$ cat config.mk
export PLATFORM = sky130hd
export DESIGN_NAME = uart_rx_ctrl
export DESIGN_NICKNAME = d
export VERILOG_FILES = /design/src/rtl/uart_pkg.sv /design/src/rtl/uart_sync_fifo.sv /design/src/rtl/uart_rx_ctrl.sv
export SDC_FILE = /design/constraint.sdc
export NUM_CORES = 1
export LEC_CHECK = 0
export ABC_AREA = 0
export BUFFER_PORTS_ARGS = -buffer_cell sky130_fd_sc_hd__clkbuf_2
export CORE_ASPECT_RATIO = 0.7
export CORE_MARGIN = 3
export CORE_UTILIZATION = 50
export CTS_CLUSTER_SIZE = 14
export DETAILED_ROUTE_END_ITERATION = 16
export PLACE_DENSITY = 0.71
export SLEW_MARGIN = 20
export SYNTH_ARGS = -nofsm -noshare
export SYNTH_HDL_FRONTEND = slang
export SYNTH_SLANG_ARGS = --single-unit
$ cat constraint.sdc
create_clock -name clk -period 2.3 [get_ports clk]
set_input_delay 0.23 -clock clk [delete_from_list [all_inputs] [get_ports clk]]
set_output_delay 0.23 -clock clk [all_outputs]
set_load 0.1 [all_outputs]
$ cat src/rtl/uart_pkg.sv
// Shared definitions for the UART receive path: parity modes, FSM encoding
// and the oversample divisor helpers.
// Latency: n/a (package). Backpressure: n/a (package).
package uart_pkg;

   // Parity mode encodings for the PARITY parameter
   localparam int PAR_NONE = 0;
   localparam int PAR_EVEN = 1;
   localparam int PAR_ODD  = 2;

   typedef enum logic [2:0] {
      ST_IDLE  = 3'd0,
      ST_START = 3'd1,
      ST_DATA  = 3'd2,
      ST_PAR   = 3'd3,
      ST_STOP  = 3'd4
   } rx_state_e;

   // Clocks per 1/16-bit oversample tick, truncated
   function automatic int dvsr(input int clk_hz, input int baud);
      return clk_hz / (16 * baud);
   endfunction

   // Counter width needed to count 0..d-1 (never narrower than 1 bit)
   function automatic int dvsr_w(input int d);
      return (d > 1) ? $clog2(d) : 1;
   endfunction

endpackage

$ cat src/rtl/uart_sync_fifo.sv
// Registered synchronous FIFO, B-bit words, 2**W entries.
// Latency: write visible at the head one cycle after wr; r_data is the current head.
// Backpressure: wr while full is dropped unless rd pops in the same cycle; rd on empty is ignored.
//
// Ports:
//   clk, reset_n      clock, async active-low reset
//   wr, w_data        push request and data
//   rd                pop request
//   r_data            head entry (valid while empty=0)
//   empty, full, fill status and occupancy 0..2**W
module uart_sync_fifo #(
   parameter int B = 8,
   parameter int W = 2
) (
   input  logic         clk,
   input  logic         reset_n,
   input  logic         wr,
   input  logic [B-1:0] w_data,
   input  logic         rd,
   output logic [B-1:0] r_data,
   output logic         empty,
   output logic         full,
   output logic [W:0]   fill
);

   localparam int         DEPTH   = 1 << W;
   localparam logic [W:0] DEPTH_C = (W+1)'(DEPTH);

   logic [B-1:0] mem_q [DEPTH];
   logic [B-1:0] mem_d [DEPTH];
   logic [W-1:0] wr_ptr_q, wr_ptr_d;
   logic [W-1:0] rd_ptr_q, rd_ptr_d;
   logic [W:0]   cnt_q, cnt_d;
   logic         do_rd, do_wr;

   assign empty  = (cnt_q == '0);
   assign full   = (cnt_q == DEPTH_C);
   assign fill   = cnt_q;
   assign r_data = mem_q[rd_ptr_q];

   // A pop frees the slot the push needs, so a full FIFO still accepts a
   // write when both happen in the same cycle.
   assign do_rd = rd && !empty;
   assign do_wr = wr && (!full || do_rd);

   always_comb begin
      mem_d    = mem_q;
      wr_ptr_d = wr_ptr_q;
      rd_ptr_d = rd_ptr_q;
      cnt_d    = cnt_q;
      if (do_wr) begin
         mem_d[wr_ptr_q] = w_data;
         wr_ptr_d        = wr_ptr_q + W'(1);
      end
      if (do_rd) begin
         rd_ptr_d = rd_ptr_q + W'(1);
      end
      case ({do_wr, do_rd})
         2'b10:   cnt_d = cnt_q + (W+1)'(1);
         2'b01:   cnt_d = cnt_q - (W+1)'(1);
         default: cnt_d = cnt_q;
      endcase
   end

   always_ff @(posedge clk or negedge reset_n) begin
      if (!reset_n) begin
         mem_q    <= '{default: '0};
         wr_ptr_q <= '0;
         rd_ptr_q <= '0;
         cnt_q    <= '0;
      end else begin
         mem_q    <= mem_d;
         wr_ptr_q <= wr_ptr_d;
         rd_ptr_q <= rd_ptr_d;
         cnt_q    <= cnt_d;
      end
   end

endmodule

$ cat src/rtl/uart_rx_ctrl.sv
// UART receiver with 16x oversampling, optional parity, RX FIFO and last-word latch.
// Latency: byte reaches the FIFO one cycle after mid-stop "done"; auto-pop adds one more cycle to word.
// Backpressure: none on the line; a good byte arriving at a full FIFO with no pop is dropped and flagged.
//
// Ports:
//   clk, reset_n        clock, async active-low reset
//   rx                  serial line (idle high, asynchronous)
//   rd                  external FIFO pop (used only when AUTO_POP=0)
//   err_clr             clears the sticky error flags
//   r_data, rx_empty, rx_full, fill   FIFO head and status
//   word, word_valid    last popped byte and its 1-cycle update strobe
//   frame_err, parity_err, overrun    sticky error flags
module uart_rx_ctrl
   import uart_pkg::*;
#(
   parameter int CLK_HZ   = 65_000_000,
   parameter int BAUD     = 9600,
   parameter int DBIT     = 8,
   parameter int PARITY   = 0,
   parameter int SB_TICK  = 16,
   parameter int FIFO_W   = 2,
   parameter int AUTO_POP = 1
) (
   input  logic              clk,
   input  logic              reset_n,
   input  logic              rx,
   input  logic              rd,
   input  logic              err_clr,
   output logic [DBIT-1:0]   r_data,
   output logic              rx_empty,
   output logic              rx_full,
   output logic [FIFO_W:0]   fill,
   output logic [DBIT-1:0]   word,
   output logic              word_valid,
   output logic              frame_err,
   output logic              parity_err,
   output logic              overrun
);

   localparam int DVSR = dvsr(CLK_HZ, BAUD);
   localparam int CW   = dvsr_w(DVSR);
   // Tick counter must reach SB_TICK-1, which needs a 5th bit for 1.5/2 stop bits
   localparam int SW   = (SB_TICK > 16) ? 5 : 4;
   localparam int NW   = (DBIT > 1) ? $clog2(DBIT) : 1;

   // ---------------- state ----------------
   logic [1:0]      sync_q, sync_d;
   logic [CW-1:0]   cnt_q, cnt_d;
   rx_state_e       state_q, state_d;
   logic [SW-1:0]   s_q, s_d;
   logic [NW-1:0]   n_q, n_d;
   logic [DBIT-1:0] b_q, b_d;
   logic            par_bad_q, par_bad_d;
   logic            stop_bad_q, stop_bad_d;
   logic            armed_q, armed_d;
   logic            popped_q, popped_d;
   logic [DBIT-1:0] word_q, word_d;
   logic            word_valid_q, word_valid_d;
   logic            frame_err_q, frame_err_d;
   logic            parity_err_q, parity_err_d;
   logic            overrun_q, overrun_d;

   // ---------------- combinational ----------------
   logic            rx_s;
   logic            tick;
   logic            done;
   logic            frame_bad;
   logic            stop_now_bad;
   logic            exp_par;
   logic            good;
   logic            pop;
   logic            fifo_empty;
   logic            fifo_full;
   logic [DBIT-1:0] fifo_head;

   assign rx_s = sync_q[1];
   assign tick = (cnt_q == CW'(DVSR - 1));

   // Synchroniser and free-running baud tick generator
   always_comb begin
      sync_d = {sync_q[0], rx};
      cnt_d  = tick ? '0 : cnt_q + CW'(1);
   end

   // Receive FSM
   always_comb begin
      state_d      = state_q;
      s_d          = s_q;
      n_d          = n_q;
      b_d          = b_q;
      par_bad_d    = par_bad_q;
      stop_bad_d   = stop_bad_q;
      armed_d      = armed_q;
      done         = 1'b0;
      frame_bad    = 1'b0;
      stop_now_bad = 1'b0;
      exp_par      = (PARITY == PAR_ODD) ? ~(^b_q) : (^b_q);

      case (state_q)
         ST_IDLE: begin
            // After a break the line may still be low; wait for a high tick
            // before accepting a falling edge as a new start bit.
            if (tick && rx_s) begin
               armed_d = 1'b1;
            end
            if (!rx_s && armed_q) begin
               state_d = ST_START;
               s_d     = '0;
            end
         end

         ST_START: begin
            if (tick) begin
               if (s_q == SW'(7)) begin
                  if (!rx_s) begin
                     state_d    = ST_DATA;
                     s_d        = '0;
                     n_d        = '0;
                     par_bad_d  = 1'b0;
                     stop_bad_d = 1'b0;
                  end else begin
                     // Too short to be a start bit: silently ignore
                     state_d = ST_IDLE;
                  end
               end else begin
                  s_d = s_q + SW'(1);
               end
            end
         end

         ST_DATA: begin
            if (tick) begin
               if (s_q == SW'(15)) begin
                  s_d = '0;
                  b_d = {rx_s, b_q[DBIT-1:1]};
                  if (n_q == NW'(DBIT - 1)) begin
                     state_d = (PARITY != PAR_NONE) ? ST_PAR : ST_STOP;
                  end else begin
                     n_d = n_q + NW'(1);
                  end
               end else begin
                  s_d = s_q + SW'(1);
               end
            end
         end

         ST_PAR: begin
            if (tick) begin
               if (s_q == SW'(15)) begin
                  s_d       = '0;
                  par_bad_d = (rx_s != exp_par);
                  state_d   = ST_STOP;
               end else begin
                  s_d = s_q + SW'(1);
               end
            end
         end

         ST_STOP: begin
            if (tick) begin
               // With one stop bit the sample and frame end share a tick,
               // so the live sample is used directly in that case.
               stop_now_bad = (s_q == SW'(15)) ? !rx_s : stop_bad_q;
               if (s_q == SW'(15)) begin
                  stop_bad_d = !rx_s;
               end
               if (s_q == SW'(SB_TICK - 1)) begin
                  done      = 1'b1;
                  frame_bad = stop_now_bad;
                  armed_d   = !stop_now_bad;
                  state_d   = ST_IDLE;
               end else begin
                  s_d = s_q + SW'(1);
               end
            end
         end

         default: state_d = ST_IDLE;
      endcase
   end

   assign good = done && !frame_bad && !par_bad_q;

   // Pop selection, word latch and sticky error flags
   always_comb begin
      pop = 1'b0;
      if (AUTO_POP != 0) begin
         // Skip a cycle after each pop so every word_valid is a separate pulse
         pop = !fifo_empty && !popped_q;
      end else begin
         pop = rd && !fifo_empty;
      end
      popped_d     = pop;
      word_d       = pop ? fifo_head : word_q;
      word_valid_d = pop;

      frame_err_d  = (frame_err_q  && !err_clr) || (done && frame_bad);
      parity_err_d = (parity_err_q && !err_clr) || (done && par_bad_q);
      overrun_d    = (overrun_q    && !err_clr) || (good && fifo_full && !pop);
   end

   uart_sync_fifo #(
      .B (DBIT),
      .W (FIFO_W)
   ) u_fifo (
      .clk     (clk),
      .reset_n (reset_n),
      .wr      (good),
      .w_data  (b_q),
      .rd      (pop),
      .r_data  (fifo_head),
      .empty   (fifo_empty),
      .full    (fifo_full),
      .fill    (fill)
   );

   always_ff @(posedge clk or negedge reset_n) begin
      if (!reset_n) begin
         sync_q       <= 2'b11;
         cnt_q        <= '0;
         state_q      <= ST_IDLE;
         s_q          <= '0;
         n_q          <= '0;
         b_q          <= '0;
         par_bad_q    <= 1'b0;
         stop_bad_q   <= 1'b0;
         armed_q      <= 1'b1;
         popped_q     <= 1'b0;
         word_q       <= '0;
         word_valid_q <= 1'b0;
         frame_err_q  <= 1'b0;
         parity_err_q <= 1'b0;
         overrun_q    <= 1'b0;
      end else begin
         sync_q       <= sync_d;
         cnt_q        <= cnt_d;
         state_q      <= state_d;
         s_q          <= s_d;
         n_q          <= n_d;
         b_q          <= b_d;
         par_bad_q    <= par_bad_d;
         stop_bad_q   <= stop_bad_d;
         armed_q      <= armed_d;
         popped_q     <= popped_d;
         word_q       <= word_d;
         word_valid_q <= word_valid_d;
         frame_err_q  <= frame_err_d;
         parity_err_q <= parity_err_d;
         overrun_q    <= overrun_d;
      end
   end

   assign r_data     = fifo_head;
   assign rx_empty   = fifo_empty;
   assign rx_full    = fifo_full;
   assign word       = word_q;
   assign word_valid = word_valid_q;
   assign frame_err  = frame_err_q;
   assign parity_err = parity_err_q;
   assign overrun    = overrun_q;

endmodule

## Word-level counts from Yosys, hierarchy flattened

Cells that the tools add are included.

| storage, ports and cells | value |
|---|---|
| register bits after elaboration | 83 |
| logic and storage cells | 161 |
| output and inout port bits | 25 |

| cells by class | value |
|---|---|
| $add $sub $neg | 7 |
| reduce and logical (&&, ||, !) cells | 45 |
| muxes and demuxes | 55 |
| order comparisons | 3 |
| bitwise gates (word level) | 2 |
| eq/ne operators | 28 |

Operators with widths:

| kind | number |
|---|---|
| two-way mux 3 bit | 16 |
| bitwise mux 32 bit | 1 |
| two-way mux 4 bit | 8 |
| != test 2 bit, second input constant | 14 |
| two-way mux 8 bit | 3 |
| binary-select mux 8 bit (select 2 bit) | 1 |
| demux 8 bit (select 2 bit) | 1 |
| two-way mux 1 bit | 16 |
| case mux 4 bit (4 select lines) | 1 |
| logical AND 1 bit | 15 |
| case mux 3 bit (5 select lines) | 1 |
| AND reduction 7 bit | 2 |
| case mux 3 bit (2 select lines) | 2 |
| AND reduction 10 bit | 1 |
| nonzero test 2 bit | 5 |
| adder 9 x 1 -> 9 bit, second input constant | 1 |
| equality test 3 bit, second input constant | 3 |
| equality test 9 bit, second input constant | 1 |
| zero test 1 bit | 9 |
| two-way mux 9 bit | 1 |
| parity 8 bit | 1 |
| adder 3 x 1 -> 3 bit, second input constant | 2 |
| equality test 3 x 2 -> 1 bit, second input constant | 2 |
| greater-or-equal comparator 3 bit, second input constant | 2 |
| other kinds (23) | 31 |

## Depth between registers and ports, before layout

Gate-level depths: netlist of run 1.

| depth | value |
|---|---|
| word-level depth | 11 |
| gate-level depth with buffers | 11 |
| depth with buffers taken out | 11 |

## Hierarchy

Synthesis of run 1 repeated with hierarchy kept, for this count alone.

| second synthesis, totals | value |
|---|---|
| cells, all modules | 294 |
| area, all modules | 3885.0 um^2 |

By module, submodules not included:

| module | times used | area an instance (um^2) | cells each | sequential area each (um^2) |
|---|---|---|---|---|
| uart_rx_ctrl | 1 | 2083.2 | 179 | 1079.8 |
| uart_sync_fifo | 1 | 1801.7 | 115 | 975.9 |

## Least setup slack after synthesis of run 1

OpenSTA, ideal clock, no wires.

| timing | value |
|---|---|
| path kind | register to register |
| start point | register u_fifo.cnt_q[2], in the netlist u_fifo.fill[2] |
| end point | register u_fifo.cnt_q[2], in the netlist u_fifo.fill[2] |
| path slack | -2.581 ns |
| arrival | 4.719 ns |
| setup time | 0.162 ns |
| stages on the path, launching flop included | 10 |
| path buffers | 0 |
| period minus slack after synthesis | 4.881 ns |
| cells stage by stage | dfrtp_1 -> nor3b_1 -> nand2_1 -> nand3_1 -> ha_1 -> inv_1 -> fa_1 -> xor2_1 -> nor2_1 -> xor2_1 |

| between the ends | value |
|---|---|
| elaborated cells on any way between the ends | 14 |
| those cells by class | 2 x add/sub; 3 x eq/ne; 1 x mux; 8 x reduce/logical |

RTL lines:

| item | RTL line | RTL |
|---|---|---|
| from (decl) | uart_sync_fifo.sv:33 | `logic [W:0] cnt_q, cnt_d;` |
| from (signal assigned) | uart_sync_fifo.sv:75 | `cnt_q <= cnt_d;` |
| equality test 3 bit (*) | uart_sync_fifo.sv:37 | `assign full = (cnt_q == DEPTH_C);` |
| named net rx_full | uart_rx_ctrl.sv:31 | `output logic rx_full,` |
| zero test 1 bit (*) | uart_sync_fifo.sv:44 | `assign do_wr = wr && (!full \|\| do_rd);` |
| logical OR 1 bit (*) | uart_sync_fifo.sv:44 |  |
| logical AND 1 bit (*) | uart_sync_fifo.sv:44 |  |
| equality test 2 x 1 -> 1 bit / equality test 2 bit (equally long branches) | uart_sync_fifo.sv:58 | `case ({do_wr, do_rd})` |
| case mux 3 bit (2 select lines) / nonzero test 2 bit (equally long branches) | -- |  |

The timed path passes the listed nets; every way through them passes the cells marked *.
A chain may end at the register's enable or synchronous reset.

## Worst setup path in the final report of run 1

| timing | value |
|---|---|
| start point | register cnt_q[4] |
| end point | register s_q[3] |

| between the ends | value |
|---|---|
| longest elaborated chain between the ends | 3 |
| elaborated cells on any way between the ends | 5 |
| those cells by class | 4 x eq/ne; 1 x reduce/logical |

Ends and longest elaborated chain:

| item | RTL line | RTL |
|---|---|---|
| from (decl) | uart_rx_ctrl.sv:48 | `logic [CW-1:0] cnt_q, cnt_d;` |
| from (signal assigned) | uart_rx_ctrl.sv:236 | `cnt_q <= cnt_d;` |
| equality test 9 bit (*) | uart_rx_ctrl.sv:77 | `assign tick = (cnt_q == CW'(DVSR - 1));` |
| != test 2 x 1 -> 1 bit (no line) / != test 2 bit (equally long branches) | -- |  |
| AND reduction 7 bit (no line) (*) | -- |  |
| to (signal assigned) | uart_rx_ctrl.sv:222 | `s_q <= '0;` |
| to (signal assigned) | uart_rx_ctrl.sv:238 | `s_q <= s_d;` |
| to (decl) | uart_rx_ctrl.sv:50 | `logic [SW-1:0] s_q, s_d;` |

Mark *: on every way between the ends. The rest lies on a longest branch, timed or not.

==> results.py, run 1 <==
metrics = {
    "global_route": {
        "gr-usage-met3": 0.0523,
        "grtUsageMet2": 0.282,
        "grt_antenna_before_repair": 0,
        "use_met1": 0.276,
        "grt_pass1_wl_um": 13500,
        "grt_busiest_layer": "met2",
        "gr-total-overflow": 0,
        "grt_use_total": 0.191,
        "grt_pass1_vias": 2593,
        "grt_max_degree": 49,
    },
    "placement": {
        "hpwl_um": 5540,
        "place_inst": 437,
        "gp_congestion": 0.885,
        "placed_area_mm2": 0.00446,
        "io_buffer_count": 28,
        "place_ws_ns": 0.108,
    },
    "floorplanning": {
        "row_count": 26,
        "dieHeight_um": 81.6,
        "dieWidth_um": 114,
        "coreArea_mm2": 0.00761,
        "num_io_pins": 30,
        "die_area_mm2": 0.00930,
        "initial_core_util": 0.536,
    },
    "setup_path": {
        "slowest_stage": "nor4_1",
        "reg2reg_slack_ns": 0.13,
        "r2r-end": "s_q[3]",
        "start_kind": "flip-flop",
        "crit_family": "simple AND/OR/NAND/NOR gates",
        "worstPathRequired_ns": 2.54,
        "path_depth": 6,
        "end_kind": "flip-flop",
        "r2r-start": "cnt_q[4]",
        "startpoint": "cnt_q[4]",
        "endpoint": "s_q[3]",
        "crit_buf_inv": 1,
        "slowest_delay_ns": 0.43,
        "critPathMaxFanout": 5,
        "critPathArrivalTime_ns": 2.40,
        "cp_cell_sequence": "nand4bb_1 -> buf_4 -> nor4_1 -> o31ai_2 -> or2_1 -> o32ai_1",
        "r2r_cells": 6,
        "critPathKind": "reg2reg",
    },
    "sta": {
        "tightest_slew_ns": 0.612,
        "finalMaxSlewViolations": 0,
        "skew_ns": 0.00351,
        "fin_crit_ns": 2.17,
        "relSlewSlack": 0.592,
        "hold_violations": 0,
        "final.period_utilization": 0.942,
        "setup_viol": 0,
        "grt_setup_unrepaired": "false",
        "fmax_mhz": 461,
        "fin_ws_ns": 0.133,
    },
    "cts": {
        "cts_buffers": 9,
        "cts_root_buf": "clkbuf_16",
        "clk_pin_slew_worst_paths_ns": 0.06,
        "clock_path_buffers": 2,
        "numClockSinks": 82,
        "clk_latency_ns": 0.33,
        "htree_levels": 3,
        "cts_tree": "done",
    },
    "worst_hold_path": {
        "hp-class": "in2reg",
    },
    "synth": {
        "synth_top_cell_by_area": "dfrtp_1",
        "ys_warn_count": 0,
        "synth_area_leaders": "dfrtp_1 48%, mux2_4 12%, mux2_2 5.0%",
        "ys_seq_area_frac": 0.504,
        "synth_cells": 304,
        "synth-seq-cells": 82,
        "synth_top_area_frac": 0.484,
        "synth_nets": 320,
        "avgSynthCellArea_um2": 13.4,
        "ys.flop_type": "dfrtp_1",
        "synth_area_mm2": 0.00408,
        "synthArstFlopShare": 1.00,
        "synthDistinctLibCells": 53,
        "synth-edff-count": 0,
    },
    "route": {
        "drt_iter0_drc": 155,
        "drtAntennaViolNets": 0,
        "wl_per_cell_um": 17.3,
        "drc_errors": 0,
        "routed_wl_um": 7940,
        "vias": 2525,
        "first_pass_iters": 4,
        "vias_per_cell": 5.51,
    },
    "status": {
        "outcome": "complete, no violations",
    },
    "power_and_ir_drop": {
        "powerDensity_mw_per_mm2": 586,
        "ir_drop_uv": 505,
        "leakage_nw": 2.34,
    },
    "layout": {
        "layout.cells.non_filler": 458,
        "final_area_mm2": 0.00479,
        "area_delta_synth_final_pct": 17.3,
        "drive_gt1_frac": 0.403,
        "antenna_cells": 0,
        "fin_nets": 371,
    },
    "flow_run": {
        "drv_cap": 0,
    },
}
through the flow:
| stage | power [mW] | util | hold WS (ns) | setup TNS (ns) |
|---|---|---|---|---|
| final | 2.81 | 0.629 | 0.134 | 0 |
| after global routing | 2.91 | 0.629 | 0.154 | 0 |
| after CTS | 2.84 | 0.625 | 0.123 | 0 |
| after detailed placement | 1.52 | 0.586 | 0.284 | 0 |
| after global placement | 1.51 | 0.586 | 0.287 | 0 |
| after floorplan | 1.48 | - | -0.0656 | -13.71 |
per-layer routing:
metal	share of wire	vias to the layer above
met3	0.050	11
met5	0	-
met2	0.44	58
met1	0.49	1264
li1	-	1192
met4	0.014	0
sequential cells by signal, summed over array words and instances (netlist names):
| register | count |
|---|---|
| frame_err | 1 |
| word_valid | 1 |
| u_fifo.mem_q | 32 |
| u_fifo.wr_ptr_q | 2 |
| armed_q | 1 |
| sync_q | 2 |
| s_q | 4 |
| par_bad_q | 1 |
| u_fifo.rd_ptr_q | 2 |
| word | 8 |
| n_q | 3 |
| b_q | 8 |
| overrun | 1 |
| u_fifo.fill | 3 |
| state_q | 3 |
| cnt_q | 9 |
| parity_err | 1 |
layout by cell type, fill, tap and decap left out, drive strengths merged, types with 2 or more instances in the layout:
cell,n
xor2,6
dfstp,3
clkinv,3
dfrtp,79
xnor2,14
mux2,50
nand2b,3
nor2,18
ha,10
and3,2
or2,2
nand2,16
a21o,2
nor3,5
nand3b,3
nor2b,3
dlygate4sd3,2
or3,2
clkbuf,38
nand3,9
a22o,2
o31ai,4
mux4,8
o22ai,2
nor4,4
nor3b,4
inv,10
a21oi,5
clkinvlp,2
o21ai,13
buf,21
cells by family after synthesis:
logic type	after synthesis	synth area share
adder cells (fa/ha/maj)	11	0.0356
AND/OR/NAND/NOR	76	0.121
XOR/XNOR	20	0.0429
flip-flops	82	0.504
AO/OA/AOI/OAI	36	0.0582
multiplexers	59	0.214
buffers and inverters	20	0.0251
report_power, final:
group | switching [mW] | internal [mW]
clock | 0.563 | 0.755
combinational | 0.0318 | 0.00992
sequential | 0.00120 | 1.45
how the worst min path moves through the flow:
stage	start	endpoint	slack [ns]	depth (start not counted)
floorplan	reset_n	b_q[0]	-0.07	0
global placement	reset_n	cnt_q[2]	0.29	1
detailed placement	reset_n	cnt_q[2]	0.28	1
CTS	err_clr	frame_err	0.12	2
global route	err_clr	frame_err	0.15	2
finish	err_clr	frame_err	0.13	2
timing repair:
action                     CTS  global route
buffers inserted             0             3
gates resized for setup      0             2
hold endpoints to repair    45             0
setup endpoints to repair    0             3
hold buffers                 2             0
final cells by class:
cell class / instances / area (um^2)
fillers: 613 / 2830
flip-flops and latches: 82 / 2070
multi-input cells: 202 / 1970
repair buffers: 50 / 313
clock buffers: 11 / 243
well taps: 98 / 123
inverters: 10 / 37.5
clock inverters: 5 / 30.0
Yosys cell counts (3+ instances only):
| cell type | n |
|---|---|
| clkbuf_1 | 4 |
| nor2_1 | 18 |
| nor3b_1 | 3 |
| nor2b_1 | 3 |
| xor2_1 | 6 |
| dfstp_2 | 3 |
| xnor2_1 | 14 |
| nand3b_1 | 3 |
| nand2_8 | 4 |
| o21ai_0 | 13 |
| o31ai_1 | 3 |
| mux2_4 | 32 |
| nand3_1 | 8 |
| mux2_2 | 18 |
| nand2_1 | 12 |
| a21oi_1 | 5 |
| nor4_1 | 3 |
| ha_1 | 10 |
| buf_2 | 3 |
| mux4_2 | 8 |
| nand2b_1 | 3 |
| dfrtp_1 | 79 |
| inv_1 | 10 |
| nor3_1 | 5 |
Power figures use the tool's default switching activity.
==> inputs of run 2 (changes only) <==
- BUFFER_PORTS_ARGS: -buffer_cell sky130_fd_sc_hd__clkbuf_2 -> -buffer_cell sky130_fd_sc_hd__buf_2
- CAP_MARGIN: unset -> 15
==> results.py, run 2 (synthesized netlist as in run 1, its figures left out) <==
metrics = {
    "status": {
        "outcome": "complete, no violations",
    },
    "setup_path": {
        "end_kind": "flip-flop",
        "critPathArrivalTime_ns": 2.34,
        "worstPathRequired_ns": 2.51,
        "start_kind": "flip-flop",
        "critPathKind": "reg2reg",
        "critPathMaxFanout": 4,
    },
    "cts": {
        "htree_levels": 3,
        "clk_pin_slew_worst_paths_ns": 0.06,
        "cts_root_buf": "clkbuf_16",
        "cts_buffers": 9,
        "clk_latency_ns": 0.33,
        "cts_tree": "done",
        "numClockSinks": 82,
        "clock_path_buffers": 2,
    },
    "route": {
        "vias": 2528,
        "wl_per_cell_um": 17.0,
        "first_pass_iters": 4,
        "drtAntennaViolNets": 0,
        "routed_wl_um": 7740,
        "vias_per_cell": 5.57,
        "drt_iter0_drc": 121,
        "drc_errors": 0,
    },
    "layout": {
        "largest_reg_flops": 32,
        "layout.cells.non_filler": 454,
        "fin_nets": 368,
        "reg_top3": "u_fifo.mem_q: 32 flops, cnt_q: 9 flops",
        "final_area_mm2": 0.00482,
        "final_util": 0.633,
        "area_delta_synth_final_pct": 18.1,
        "final_common_cell": "dfrtp_1",
        "largest-register": "u_fifo.mem_q",
        "drive_gt1_frac": 0.390,
        "antenna_cells": 0,
        "layout_common_cells": "76 x dfrtp_1, 32 x mux2_4, 27 x buf_2",
    },
    "sta": {
        "final.period_utilization": 0.923,
        "hold_violations": 0,
        "setup_viol": 0,
        "setup-tns-final_ns": 0,
        "fin_crit_ns": 2.12,
        "finalMaxSlewViolations": 0,
        "fmax_mhz": 471,
        "skew_ns": 0.00544,
        "fin_ws_ns": 0.176,
        "tightest_slew_ns": 0.571,
        "relSlewSlack": 0.616,
        "hold_ws_ns": 0.125,
        "grt_setup_unrepaired": "false",
    },
    "power_and_ir_drop": {
        "leakage_nw": 2.37,
        "finalPower_mw": 3.03,
        "ir_drop_uv": 421,
        "powerDensity_mw_per_mm2": 628,
    },
    "placement": {
        "io_buffer_count": 28,
        "hpwl_um": 5340,
        "gp_congestion": 0.902,
        "placed_area_mm2": 0.00447,
        "place_ws_ns": 0.121,
        "place_inst": 436,
    },
    "global_route": {
        "grt_pass1_vias": 2538,
        "grt_use_total": 0.184,
        "grt_pass1_wl_um": 13000,
        "grt_antenna_before_repair": 0,
        "grt_max_degree": 83,
        "gr-total-overflow": 0,
    },
    "worst_hold_path": {
        "hp-class": "in2reg",
    },
    "floorplanning": {
        "row_count": 26,
        "initial_core_util": 0.536,
        "num_io_pins": 30,
        "die_area_mm2": 0.00930,
        "dieHeight_um": 81.6,
        "coreArea_mm2": 0.00761,
        "dieWidth_um": 114,
    },
    "flow_run": {
        "drv_cap": 0,
    },
}
## run 2: worst paths after layout
check	from	to	slack, ns	cells past startpoint
max	s_q[0]	u_fifo.fill[2]	0.18	10
min	err_clr	frame_err	0.13	2
max reg2reg	s_q[0]	u_fifo.fill[2]	0.18	10
min reg2reg	sync_q[0]	sync_q[1]	0.35	0
max in group asynchronous	reset_n	u_fifo.fill[1]	1.46	3
min in group asynchronous	reset_n	cnt_q[3]	0.45	3
## run 2: worst max-delay path, stage by stage, from the launching register on
cell and delay (ns):
dfrtp_1 0.39, ha_1 0.23, nand3_2 0.13, nor4_4 0.31, nand3_2 0.16, ha_4 0.19
inv_1 0.06, fa_2 0.19, xor2_1 0.14, nor2_1 0.07, xor2_1 0.14
## run 2: report_power, final
group	internal [mW]	switching [mW]	leakage, nW
clock network	1.00	0.532	0.156
logic	0.0113	0.0314	1.10
registers	1.45	0.00117	1.12
## run 2: repair_timing
action | CTS | global route
endpoints found under the hold margin | 80 | 0
setup buffers | 0 | 1
gates resized for setup | 0 | 2
hold buffers | 2 | 0
setup endpoints to repair | 0 | 3
## run 2: layout make-up
type                            count  area (um^2)
Tap cell                           98          123
Fill cell                         571         2790
Sequential cell                    82         2070
Clock inverter                      2         60.1
Inverter                           10         37.5
Multi-Input combinational cell    202         1970
Clock buffer                       13          260
Timing Repair Buffer               47          303
## run 2: per-layer routing
| metal | global-route usage | share of wire |
|---|---|---|
| met5 | 0 | 0 |
| met4 | 0.0629 | 0.015 |
| met3 | 0.0471 | 0.044 |
| met2 | 0.280 | 0.45 |
| met1 | 0.260 | 0.49 |
==> inputs of run 3 (changes only) <==
- CORE_UTILIZATION: 50 -> 32
- CTS_BUF_LIST: unset -> sky130_fd_sc_hd__clkbuf_4 sky130_fd_sc_hd__clkbuf_8
- PLACE_DENSITY: 0.71 -> unset
==> results.py, run 3 (synthesized netlist as in run 1, its figures left out) <==
metrics = {
    "sta": {
        "final.period_utilization": 0.949,
        "relSlewSlack": 0.587,
        "setup_viol": 0,
        "tightest_slew_ns": 0.616,
        "skew_ns": 0.0105,
        "fin_crit_ns": 2.18,
        "finalMaxSlewViolations": 0,
        "fmax_mhz": 458,
        "grt_setup_unrepaired": "false",
        "hold_violations": 0,
    },
    "floorplanning": {
        "num_io_pins": 30,
        "dieWidth_um": 141,
        "initial_core_util": 0.337,
        "row_count": 33,
        "dieHeight_um": 101,
        "coreArea_mm2": 0.0121,
        "die_area_mm2": 0.0142,
    },
    "layout": {
        "final_util": 0.394,
        "layout_common_cells": "76 x dfrtp_1, 32 x mux2_4, 27 x buf_2",
        "largest_reg_flops": 32,
        "largest-register": "u_fifo.mem_q",
        "final_common_cell": "dfrtp_1",
        "reg_top3": "u_fifo.mem_q: 32 flops, cnt_q: 9 flops",
        "fin_nets": 365,
        "area_delta_synth_final_pct": 16.6,
        "drive_gt1_frac": 0.393,
        "antenna_cells": 0,
    },
    "global_route": {
        "gr-total-overflow": 0,
        "grt_antenna_before_repair": 0,
        "grt_pass1_wl_um": 13400,
        "grt_max_degree": 35,
        "grt_use_total": 0.122,
        "grt_pass1_vias": 2517,
    },
    "cts": {
        "clk_latency_ns": 0.36,
        "clock_path_buffers": 2,
        "cts_buffers": 9,
        "htree_levels": 3,
        "cts_tree": "done",
        "numClockSinks": 82,
        "cts_root_buf": "clkbuf_8",
        "clk_pin_slew_worst_paths_ns": 0.08,
    },
    "placement": {
        "hpwl_um": 5550,
        "io_buffer_count": 28,
        "gp_congestion": 0.800,
    },
    "status": {
        "outcome": "complete, no violations",
    },
    "setup_path": {
        "startpoint": "cnt_q[3]",
        "reg2reg_slack_ns": 0.12,
        "r2r-start": "cnt_q[3]",
        "worstPathRequired_ns": 2.56,
        "start_kind": "flip-flop",
        "critPathArrivalTime_ns": 2.44,
        "critPathMaxFanout": 9,
        "critPathKind": "reg2reg",
        "slowest_delay_ns": 0.43,
        "cp_cell_sequence": "nand4bb_1 -> buf_4 -> nor4_2 -> o31ai_2 -> or2_1 -> o32ai_1",
        "end_kind": "flip-flop",
        "crit_buf_inv": 1,
        "crit_family": "simple AND/OR/NAND/NOR gates",
        "slowest_stage": "dfrtp_1",
    },
    "route": {
        "drt_iter0_drc": 102,
        "vias": 2503,
        "drc_errors": 0,
        "drtAntennaViolNets": 0,
        "first_pass_iters": 4,
        "vias_per_cell": 4.90,
        "routed_wl_um": 8000,
        "wl_per_cell_um": 15.7,
    },
    "worst_hold_path": {
        "hp-start": "err_clr",
        "hp-class": "in2reg",
    },
    "power_and_ir_drop": {
        "leakage_nw": 2.30,
        "ir_drop_uv": 228,
        "powerDensity_mw_per_mm2": 532,
        "finalPower_mw": 2.53,
    },
    "flow_run": {
        "drv_cap": 0,
    },
}
run 3: cell count changes in the layout (fill, tap and decap cells not counted), sizes merged:
cell      change
clkinvlp      +2
buf           -3
bufinv        -1
clkbuf        -2
clkinv        +2
run 3: final timing paths:
check / endpoint / cells after the start
worst min register to register: sync_q[1] / 0
worst max register to register: s_q[3] / 6
worst min-delay path: frame_err / 2
min in group asynchronous: s_q[0] / 2
worst max-delay path: s_q[3] / 6
max in group asynchronous: u_fifo.mem_q[14] / 3
run 3: through the flow:
stage / instances / setup WS [ns] / TNS, ns / hold WS, ns / cell area (um^2)
floorplan: 304 / -0.594 / -13.71 / -0.0656 / 4140
global placement: 493 / 0.167 / 0 / 0.219 / 4540
detailed placement: 493 / 0.116 / 0 / 0.217 / 4540
CTS: 511 / 0.0835 / 0 / 0.0647 / 4750
global route: 511 / 0.00351 / 0 / 0.0779 / 4760
finish: 511 / 0.117 / 0 / 0.0859 / 4760
run 3: report_power, final:
part	internal (mW)	switching, mW
logic	0.0111	0.0302
registers	1.44	0.00303
clock network	0.522	0.520
run 3: cell type report:
cell class | count | area, um^2
clock buffer | 11 | 139
timing repair buffer | 44 | 293
multi-input combinational | 202 | 1970
clock inverter | 5 | 55.1
sequential | 82 | 2070
fill | 1153 | 7340
tap | 157 | 196
inverter | 10 | 37.5
run 3: routing by layer:
layer,vias to the layer above,wire length [um],track usage
met5,-,0,0
met4,0,131,0.0447
met3,10,283,0.0346
met2,36,3350,0.169
met1,1276,4240,0.180
li1,1181,-,-
run 3: what timing repair did:
item                       CTS  global route
buffers inserted             0             0
resized for setup            0             1
hold buffers                 2             0
setup endpoints to repair    0             1
hold endpoints to repair    30             0
run 3: worst register-to-register path: stages (launching register included):
cell,delay (ns)
dfrtp_1,0.43
nand4bb_1,0.29
buf_4,0.22
nor4_2,0.34
o31ai_2,0.19
or2_1,0.32
o32ai_1,0.29
